==> src/rtl/plot_sink_pkg.sv <==
// Shared screen geometry, FIFO entry layout and arbiter state encoding
// for the pixel-plot sink.
package plot_sink_pkg;

  localparam int SCREEN_W = 160;
  localparam int SCREEN_H = 120;
  localparam int ADDR_W   = 15;
  localparam int COLOUR_W = 3;
  localparam int X_W      = 8;
  localparam int Y_W      = 7;

  typedef logic [ADDR_W-1:0]   addr_t;
  typedef logic [COLOUR_W-1:0] colour_t;

  typedef struct packed {
    addr_t   addr;
    colour_t colour;
  } entry_t;

  typedef enum logic [1:0] {
    ST_IDLE  = 2'd0,
    ST_READ  = 2'd1,
    ST_WRITE = 2'd2
  } arb_state_e;

  // y*160 + x without a multiplier: 160 = 128 + 32.
  function automatic addr_t pixel_addr(input logic [X_W-1:0] x, input logic [Y_W-1:0] y);
    return (addr_t'(y) << 7) + (addr_t'(y) << 5) + addr_t'(x);
  endfunction

endpackage

==> src/rtl/plot_fifo.sv <==
// Synchronous FIFO of plot entries; DEPTH must be a power of two so the
// pointers wrap naturally.
module plot_fifo
  import plot_sink_pkg::*;
#(
  parameter int DEPTH = 4
) (
  input  logic   clock,
  input  logic   reset_n,
  input  logic   push,
  input  logic   pop,
  input  entry_t wdata,
  output entry_t rdata,
  output logic   full,
  output logic   empty
);

  localparam int PTR_W = (DEPTH > 1) ? $clog2(DEPTH) : 1;
  localparam int CNT_W = $clog2(DEPTH + 1);

  entry_t             mem_q [DEPTH];
  logic [PTR_W-1:0]   wr_ptr_q, wr_ptr_d;
  logic [PTR_W-1:0]   rd_ptr_q, rd_ptr_d;
  logic [CNT_W-1:0]   count_q, count_d;
  logic               do_push, do_pop;

  assign full  = (count_q == CNT_W'(DEPTH));
  assign empty = (count_q == '0);
  assign rdata = mem_q[rd_ptr_q];

  always_comb begin
    // NOTE: every always_comb output gets a default first so no path can infer a latch.
    do_pop   = pop && !empty;
    do_push  = push && (!full || do_pop);
    wr_ptr_d = wr_ptr_q;
    rd_ptr_d = rd_ptr_q;
    count_d  = count_q;
    if (do_push) wr_ptr_d = wr_ptr_q + PTR_W'(1);
    if (do_pop)  rd_ptr_d = rd_ptr_q + PTR_W'(1);
    case ({do_push, do_pop})
      2'b10:   count_d = count_q + CNT_W'(1);
      2'b01:   count_d = count_q - CNT_W'(1);
      default: count_d = count_q;
    endcase
  end

  // NOTE: storage is not reset; count and pointers make stale entries unreachable.
  always_ff @(posedge clock) begin
    if (do_push) mem_q[wr_ptr_q] <= wdata;
  end

  // NOTE: sequential state uses non-blocking assignments only.
  always_ff @(posedge clock or negedge reset_n) begin
    if (!reset_n) begin
      wr_ptr_q <= '0;
      rd_ptr_q <= '0;
      count_q  <= '0;
    end else begin
      wr_ptr_q <= wr_ptr_d;
      rd_ptr_q <= rd_ptr_d;
      count_q  <= count_d;
    end
  end

endmodule

==> src/rtl/plot_sink.sv <==
// Pixel-plot sink: clip, buffer and write plots into the shared framebuffer
// port, yielding to scan-out reads. Optional drop counter: PLOT_SINK_DROP_CNT_EN.
module plot_sink
  import plot_sink_pkg::*;
#(
  parameter int FIFO_DEPTH = 4,
  parameter int X_MAX      = SCREEN_W - 1,
  parameter int Y_MAX      = SCREEN_H - 1
) (
  input  logic                clock,
  input  logic                reset_n,
  input  logic [X_W-1:0]      x,
  input  logic [Y_W-1:0]      y,
  input  logic [COLOUR_W-1:0] colour,
  input  logic                plot,
  output logic                full,
  input  logic                rd_req,
  input  logic [ADDR_W-1:0]   rd_addr,
  output logic                rd_valid,
  output logic [COLOUR_W-1:0] rd_data,
  output logic [ADDR_W-1:0]   mem_addr,
  output logic [COLOUR_W-1:0] mem_wdata,
  output logic                mem_we,
  input  logic [COLOUR_W-1:0] mem_rdata,
  output logic [7:0]          drop_count
);

  localparam logic [X_W-1:0] X_LIM = X_W'(X_MAX);
  localparam logic [Y_W-1:0] Y_LIM = Y_W'(Y_MAX);

  arb_state_e    state_q, state_d;
  addr_t         mem_addr_q, mem_addr_d;
  colour_t       mem_wdata_q, mem_wdata_d;
  logic          mem_we_q, mem_we_d;
  logic          rd_valid_q, rd_valid_d;

  logic          in_range, push, pop;
  logic          fifo_full, fifo_empty;
  entry_t        push_entry, head_entry;

  assign in_range   = (x <= X_LIM) && (y <= Y_LIM);
  assign push_entry = '{addr: pixel_addr(x, y), colour: colour};
  assign push       = plot && in_range && (!fifo_full || pop);

  plot_fifo #(.DEPTH(FIFO_DEPTH)) u_fifo (
    .clock   (clock),
    .reset_n (reset_n),
    .push    (push),
    .pop     (pop),
    .wdata   (push_entry),
    .rdata   (head_entry),
    .full    (fifo_full),
    .empty   (fifo_empty)
  );

  // Every state applies the same priority rule, so the decision is state-independent.
  always_comb begin
    state_d     = ST_IDLE;
    mem_addr_d  = mem_addr_q;
    mem_wdata_d = mem_wdata_q;
    mem_we_d    = 1'b0;
    rd_valid_d  = (state_q == ST_READ);
    if (rd_req)           state_d = ST_READ;
    else if (!fifo_empty) state_d = ST_WRITE;
    pop = (state_d == ST_WRITE);
    case (state_d)
      ST_READ: mem_addr_d = rd_addr;
      ST_WRITE: begin
        mem_addr_d  = head_entry.addr;
        mem_wdata_d = head_entry.colour;
        mem_we_d    = 1'b1;
      end
      default: ;
    endcase
  end

  always_ff @(posedge clock or negedge reset_n) begin
    if (!reset_n) begin
      state_q     <= ST_IDLE;
      mem_addr_q  <= '0;
      mem_wdata_q <= '0;
      mem_we_q    <= 1'b0;
      rd_valid_q  <= 1'b0;
    end else begin
      state_q     <= state_d;
      mem_addr_q  <= mem_addr_d;
      mem_wdata_q <= mem_wdata_d;
      mem_we_q    <= mem_we_d;
      rd_valid_q  <= rd_valid_d;
    end
  end

  assign full      = fifo_full;
  assign mem_addr  = mem_addr_q;
  assign mem_wdata = mem_wdata_q;
  assign mem_we    = mem_we_q;
  assign rd_valid  = rd_valid_q;
  // RAM data lands in the cycle rd_valid is high; gating keeps it 0 otherwise.
  assign rd_data   = rd_valid_q ? mem_rdata : '0;

`ifdef PLOT_SINK_DROP_CNT_EN
  logic [7:0] drop_cnt_q, drop_cnt_d;

  always_comb begin
    drop_cnt_d = drop_cnt_q;
    if (plot && !push && (drop_cnt_q != 8'hFF)) drop_cnt_d = drop_cnt_q + 8'd1;
  end

  always_ff @(posedge clock or negedge reset_n) begin
    if (!reset_n) drop_cnt_q <= '0;
    else          drop_cnt_q <= drop_cnt_d;
  end

  assign drop_count = drop_cnt_q;
`else
  assign drop_count = '0;
`endif

endmodule

==> config.mk <==
export PLATFORM = sky130hd
export DESIGN_NAME = plot_sink
export DESIGN_NICKNAME = d
export VERILOG_FILES = /design/src/rtl/plot_sink_pkg.sv /design/src/rtl/plot_fifo.sv /design/src/rtl/plot_sink.sv
export SDC_FILE = /design/constraint.sdc
export NUM_CORES = 1
export LEC_CHECK = 0
export ABC_CLOCK_PERIOD_IN_PS = 4700
export BUFFER_PORTS_ARGS = -buffer_cell sky130_fd_sc_hd__buf_2
export CAP_MARGIN = 40
export CORE_MARGIN = 4
export CORE_UTILIZATION = 53
export CTS_BUF_LIST = sky130_fd_sc_hd__clkbuf_4 sky130_fd_sc_hd__clkbuf_8
export DETAILED_ROUTE_END_ITERATION = 8
export GPL_ROUTABILITY_DRIVEN = 0
export PLACE_DENSITY = 0.76
export SLEW_MARGIN = 20
export SYNTH_ARGS = -nofsm -noshare
export SYNTH_HDL_FRONTEND = slang
export SYNTH_SLANG_ARGS = --single-unit
==> constraint.sdc <==
create_clock -name clock -period 4.7 [get_ports clock]
set_clock_uncertainty 0.05 [all_clocks]
set_input_delay 0.235 -clock clock [delete_from_list [all_inputs] [get_ports clock]]
set_output_delay 0.235 -clock clock [all_outputs]
set_load 0.005 [all_outputs]
Yosys cells after proc, flatten, opt, wreduce, memory -nomap -nowiden
Memory sizes are Yosys's and may differ from the RTL's.
Index checks and enable logic that the tools add are counted.
W data, S select, Z words.
Storage, ports and cells
  register bits after elaboration: 29
  bits in writable memories: 72
  input bits: 40
  output and inout bits: 32
  logic and storage cells: 43
  memories kept: 1
Memory list
  u_fifo.mem_q: words 4, bits a word 18, rd ports 1, clocked after memory_dff 0, write ports 1, RTL line plot_fifo.sv:21  | entry_t mem_q [DEPTH];
Operators by class
  add/sub/neg operators: 6
  order comparisons: 2
  equality and inequality tests: 6
  mux-type cells: 8
  reduce and logical (&&, ||, !) cells: 12
Operators with widths (number)
  $pmux W15 S2: 1
  $add A14 B12 Y15: 1
  $add A15 B8 Y15: 1
  $le A8 B8 Y1 const B: 1
  $le A7 B7 Y1 const B: 1
  $eq A2 B1 Y1 const B: 3
  $pmux W3 S2: 1
  $logic_and A1 B1 Y1: 5
  $add A2 B1 Y2 const B: 2
  $eq A2 B2 Y1 const B: 2
  $mux W2: 2
  $reduce_bool A2 Y1: 2
  $add A3 B1 Y3 const B: 1
  $eq A3 B3 Y1 const B: 1
  $logic_not A3 Y1: 1
  $mux W1: 3
  $mux W3: 1
  $sub A3 B1 Y3 const B: 1
  $logic_not A1 Y1: 2
  $logic_or A1 B1 Y1: 2

Logic depth before layout (Yosys ltp)
  word-level depth: 9
  gate-level depth with buffers: 10
  gate-level depth less buffers: 10

Cells and area by module
A second synthesis with hierarchy kept.
Second synthesis, totals
  cells, all modules: 280
  area, all modules: 4435.5 um^2
By module, submodules not included
  plot_fifo: instances 1, cells an instance 132, area each 3025.4 um^2, sequential area each 2337.2 um^2
  plot_sink: instances 1, cells an instance 148, area each 1410.1 um^2, sequential area each 525.5 um^2

Worst setup path before layout
OpenSTA, ideal clock, no wires.
  path kind: input-to-reg
  from: in y[0]
  to: mem u_fifo.mem_q[0][15] (netlist name) (data pin)
  setup time: 0.272 ns
  arrival: 1.799 ns
  data required time: 4.378 ns
  slack: 2.579 ns
  stages: 6
  buffers on the path: 0
  cell sequence: fa_1 -> fa_1 -> a21oi_1 -> o211ai_1 -> a21oi_1 -> xnor2_1
RTL lines
  start: declaration: RTL line plot_sink.sv:13  | input logic [Y_W-1:0] y,
  end: declaration: RTL line plot_fifo.sv:21

Final worst setup path
  from: reg u_fifo.count_q[0]
  to: reg u_fifo.count_q[2]
On the way
  word-level cells in the longest chain between the ends: 9
  elaborated cells on any way between the ends: 18
  classes of those cells: add/sub (2); eq/ne (4); mux (3); reduce/logical (9)
RTL lines
  start: declaration: RTL line plot_fifo.sv:24  | logic [CNT_W-1:0] count_q, count_d;
  start signal: assignment: RTL line plot_fifo.sv:61  | count_q <= count_d;
  $logic_not A3 Y1: RTL line plot_fifo.sv:28  | assign empty = (count_q == '0);
  $mux W2: RTL line plot_sink.sv:64  | else if (!fifo_empty) state_d = ST_WRITE;
  $mux W2: RTL line plot_sink.sv:63  | if (rd_req) state_d = ST_READ;
  $eq A2 B2 Y1: RTL line plot_sink.sv:65  | pop = (state_d == ST_WRITE);
  $logic_or A1 B1 Y1 or $logic_and A1 B1 Y1 (tied branches): RTL line plot_sink.sv:43, plot_fifo.sv:33
  $logic_and A1 B1 Y1 or $logic_or A1 B1 Y1 (tied branches): RTL line plot_sink.sv:43, plot_fifo.sv:34
  $logic_and A1 B1 Y1: RTL line plot_fifo.sv:34  | do_push = push && (!full || do_pop);
  $eq A2 B1 Y1 or $eq A2 B2 Y1 (tied branches): RTL line plot_fifo.sv:40  | case ({do_push, do_pop})
  $pmux W3 S2 or $reduce_bool A2 Y1 (tied branches)
Parallel ways exist; a longest one is shown, timed or not.
A chain may end at the register's enable or synchronous reset.

==> impl_metrics.json <==
{
  "status": "completed",
  "synth_most_common_cell": "edfxtp_1",
  "path_class": "flip-flop to flip-flop",
  "power_frac_comb_pct": 29.1,
  "finalCriticalPeriod_ns": 2.16,
  "pwr-share-seq_pct": 49.8,
  "fp.dieW_um": 98.6,
  "cts_buffers": 9,
  "start_kind": "flip-flop",
  "overflow": 0,
  "max_slew_margin_pct": 55.0,
  "reg2reg_depth": 10,
  "nNetsFinal": 383,
  "synthDistinctLibCells": 34,
  "crit_buf_inv": 3,
  "vias": 2324,
  "setup_viol": 0,
  "slowest_stage": "dfrtp_1",
  "min_to": "u_fifo.mem_q[3][6]",
  "die-area_um2": 9730,
  "drtIter0Drc": 134,
  "drive_gt1_share_pct": 34.7,
  "synth-seq-area-share_pct": 66.3,
  "synthTopCellsByCount": "72 x edfxtp_1, 29 x dfrtp_1, 22 x inv_1, 18 x ha_1, 18 x mux4_2",
  "ir_drop_v": 0.000163,
  "cts_resized": 0,
  "start_util_pct": 55.5,
  "async_flop_share_pct": 28.7,
  "synth_cells": 253,
  "htree_levels": 3,
  "syn_avg_cell_area_um2": 17.2,
  "clockBufferDepth": 2,
  "worst-r2r-setup-slack_ns": 2.54,
  "hold_path_class": "input pin to flip-flop",
  "critPathMaxStageDelay_ns": 0.47,
  "die_y_um": 98.6,
  "crit_required_ns": 4.89,
  "path_cells": "inv_2 -> and3_4 -> a211oi_4 -> inv_1 -> ha_1 -> inv_1 -> fa_1 -> xor2_1 -> nor2_1 -> xor2_1",
  "antenna_found_initial": 0,
  "cts_tree": "built",
  "ant_nets": 0,
  "synth_seq_cells": 101,
  "path_clk_slew_ns": 0.09,
  "cts_root_buf": "clkbuf_8",
  "crit_start": "u_fifo.count_q[0]",
  "synth_ff_type": "edfxtp_1",
  "min_period_over_period_pct": 45.9,
  "port_buffers": 63,
  "area_delta_synth_final_pct": 14.2,
  "holdWs_ns": 0.0444,
  "viasPerCell": 5.43,
  "diodes": 0,
  "path_delay_family": "flip-flops",
  "worstMarginPinSlew_ns": 0.675,
  "dp_hpwl_um": 5270,
  "timing.rr.start": "u_fifo.count_q[0]",
  "core_area_um2": 7850,
  "p_per_area_nw_per_um2": 514,
  "whs_path_depth": 1,
  "worst_setup_path_end_kind": "flip-flop",
  "clkSinkCount": 101,
  "synth_edf_count": 72,
  "critical_path_arrival_ns": 2.35,
  "drv_cap": 0,
  "clock_latency_ns": 0.35,
  "grt_first_pass_wirelength_um": 12400,
  "finalHoldViolCount": 0,
  "netlist_area_um2": 4350,
  "clkPwrFrac_pct": 21.1,
  "sw_frac_of_total_pct": 29.3,
  "timing.rr.end": "u_fifo.count_q[2]",
  "drc": 0,
  "grt_pass1_vias": 2452,
  "p_sw_w": 0.000748,
  "synth_top_area_share_pct": 49.7,
  "routed_wl_um": 7570,
  "ys_warn_count": 0,
  "grt_setup_unrepaired": "no",
  "wl_per_cell_um": 17.7,
  "synth.top_cells.by_area": "edfxtp_1 50%, dfrtp_1 17%, mux4_2 9.3%, ha_1 5.2%, a222oi_1 3.4%",
  "p_leak_nw": 2.01,
  "grt_max_degree": 30,
  "fin_tns_setup_ns": 0,
  "drv_slew": 0,
  "p_int_w": 0.00181,
  "min_from": "x[3]",
  "path_max_fanout": 7,
  "track_usage_pct": 16.6,
  "rows": 32,
  "fmax_ghz": 0.463,
  "dr.pass1.iters": 4,
  "yosys.area.top_type": "edfxtp_1",
  "io_pins": 72
}
[metrics by stage]
step	power (W)	setup slack (ns)	cell area [um2]	utilization [%]	instances
after detailed placement	0.00205	2.29	4760	60.7	412
after floorplan	0.00179	2.58	4380	-	260
after global placement	0.00199	2.37	4730	60.2	410
after CTS	0.00258	2.53	4970	63.3	428
after global routing	0.00271	2.35	4970	63.3	428
final	0.00255	2.54	4970	63.3	428
[kinds of logic after synthesis]
| logic type | Yosys count | share of synthesized area [%] |
|---|---|---|
| flip-flops | 101 | 66.3 |
| buffers and inverters | 40 | 4.57 |
| AO/OA/AOI/OAI | 28 | 5.46 |
| AND/OR/NAND/NOR | 27 | 3.94 |
| multiplexers | 23 | 10.7 |
| adder cells (fa/ha/maj) | 21 | 6.55 |
| XOR/XNOR | 12 | 2.41 |
| other | 1 | 0.0861 |
[metal layers]
layer  wire, um  GRT usage (%)  vias to the layer above  part of all wire [%]
met4         85           5.36                        0                   1.1
met2       3820           27.9                       79                    50
met1       3200           21.7                     1146                    42
met3        473           3.89                        9                   6.2
met5          0              0                        -                     0
li1           -              -                     1090                     -
[worst max-delay path by stage]
stage                          endpoint  slack, ns  cells after the start
CTS                   u_fifo.count_q[2]       2.53                     10
finish                u_fifo.count_q[2]       2.54                     10
global placement    u_fifo.mem_q[0][15]       2.37                      7
global route          u_fifo.count_q[2]       2.35                     10
floorplan           u_fifo.mem_q[0][15]       2.58                      6
detailed placement  u_fifo.mem_q[2][15]       2.29                      7
[final cells by class]
type	count	area [um2]
repair buffers	68	379
clock inverters	5	58.8
fillers	570	2880
well taps	102	128
inverters	23	86.3
flip-flops and latches	101	2890
multi-input cells	119	1290
clock buffers	10	138
[worst register-to-register path, stage by stage (launching register included)]
cell and delay (ns):
dfrtp_1 0.47, inv_2 0.08, and3_4 0.21, a211oi_4 0.36, inv_1 0.08, ha_1 0.21, inv_1 0.08, fa_1 0.18
xor2_1 0.14, nor2_1 0.06, xor2_1 0.14
[placed cells by master, fill, tap and decap left out, types with 6 or more instances in the layout]
cell type / n
inv_1: 22
mux4_2: 18
ha_1: 18
conb_1: 8
clkbuf_8: 10
xnor2_1: 8
buf_2: 63
a21oi_1: 6
edfxtp_1: 72
a222oi_1: 15
dfrtp_1: 29
[power by group through the flow]
stage | clock, W | sequential [W] | combinational, W
6_report | 0.000539 | 0.00127 | 0.000745
5_1_grt | 0.000594 | 0.00129 | 0.000825
4_1_cts | 0.000550 | 0.00127 | 0.000760
3_5_place_dp | 0 | 0.00129 | 0.000758
3_3_place_gp | 0 | 0.00130 | 0.000683
2_1_floorplan | 0 | 0.00126 | 0.000538
[registers in the layout, summed over array words and instances, names as in the netlist]
name	count
u_fifo.rd_ptr_q	2
mem_we	1
state_q	2
rd_valid	1
u_fifo.wr_ptr_q	2
u_fifo.mem_q	72
mem_addr	15
mem_wdata	3
u_fifo.count_q	3
[timing repair]
| item | CTS | global route |
|---|---|---|
| hold endpoints to repair | 29 | 0 |
| hold buffers | 1 | 0 |
| setup buffers | 0 | 0 |
Power figures use the tool's default switching activity.
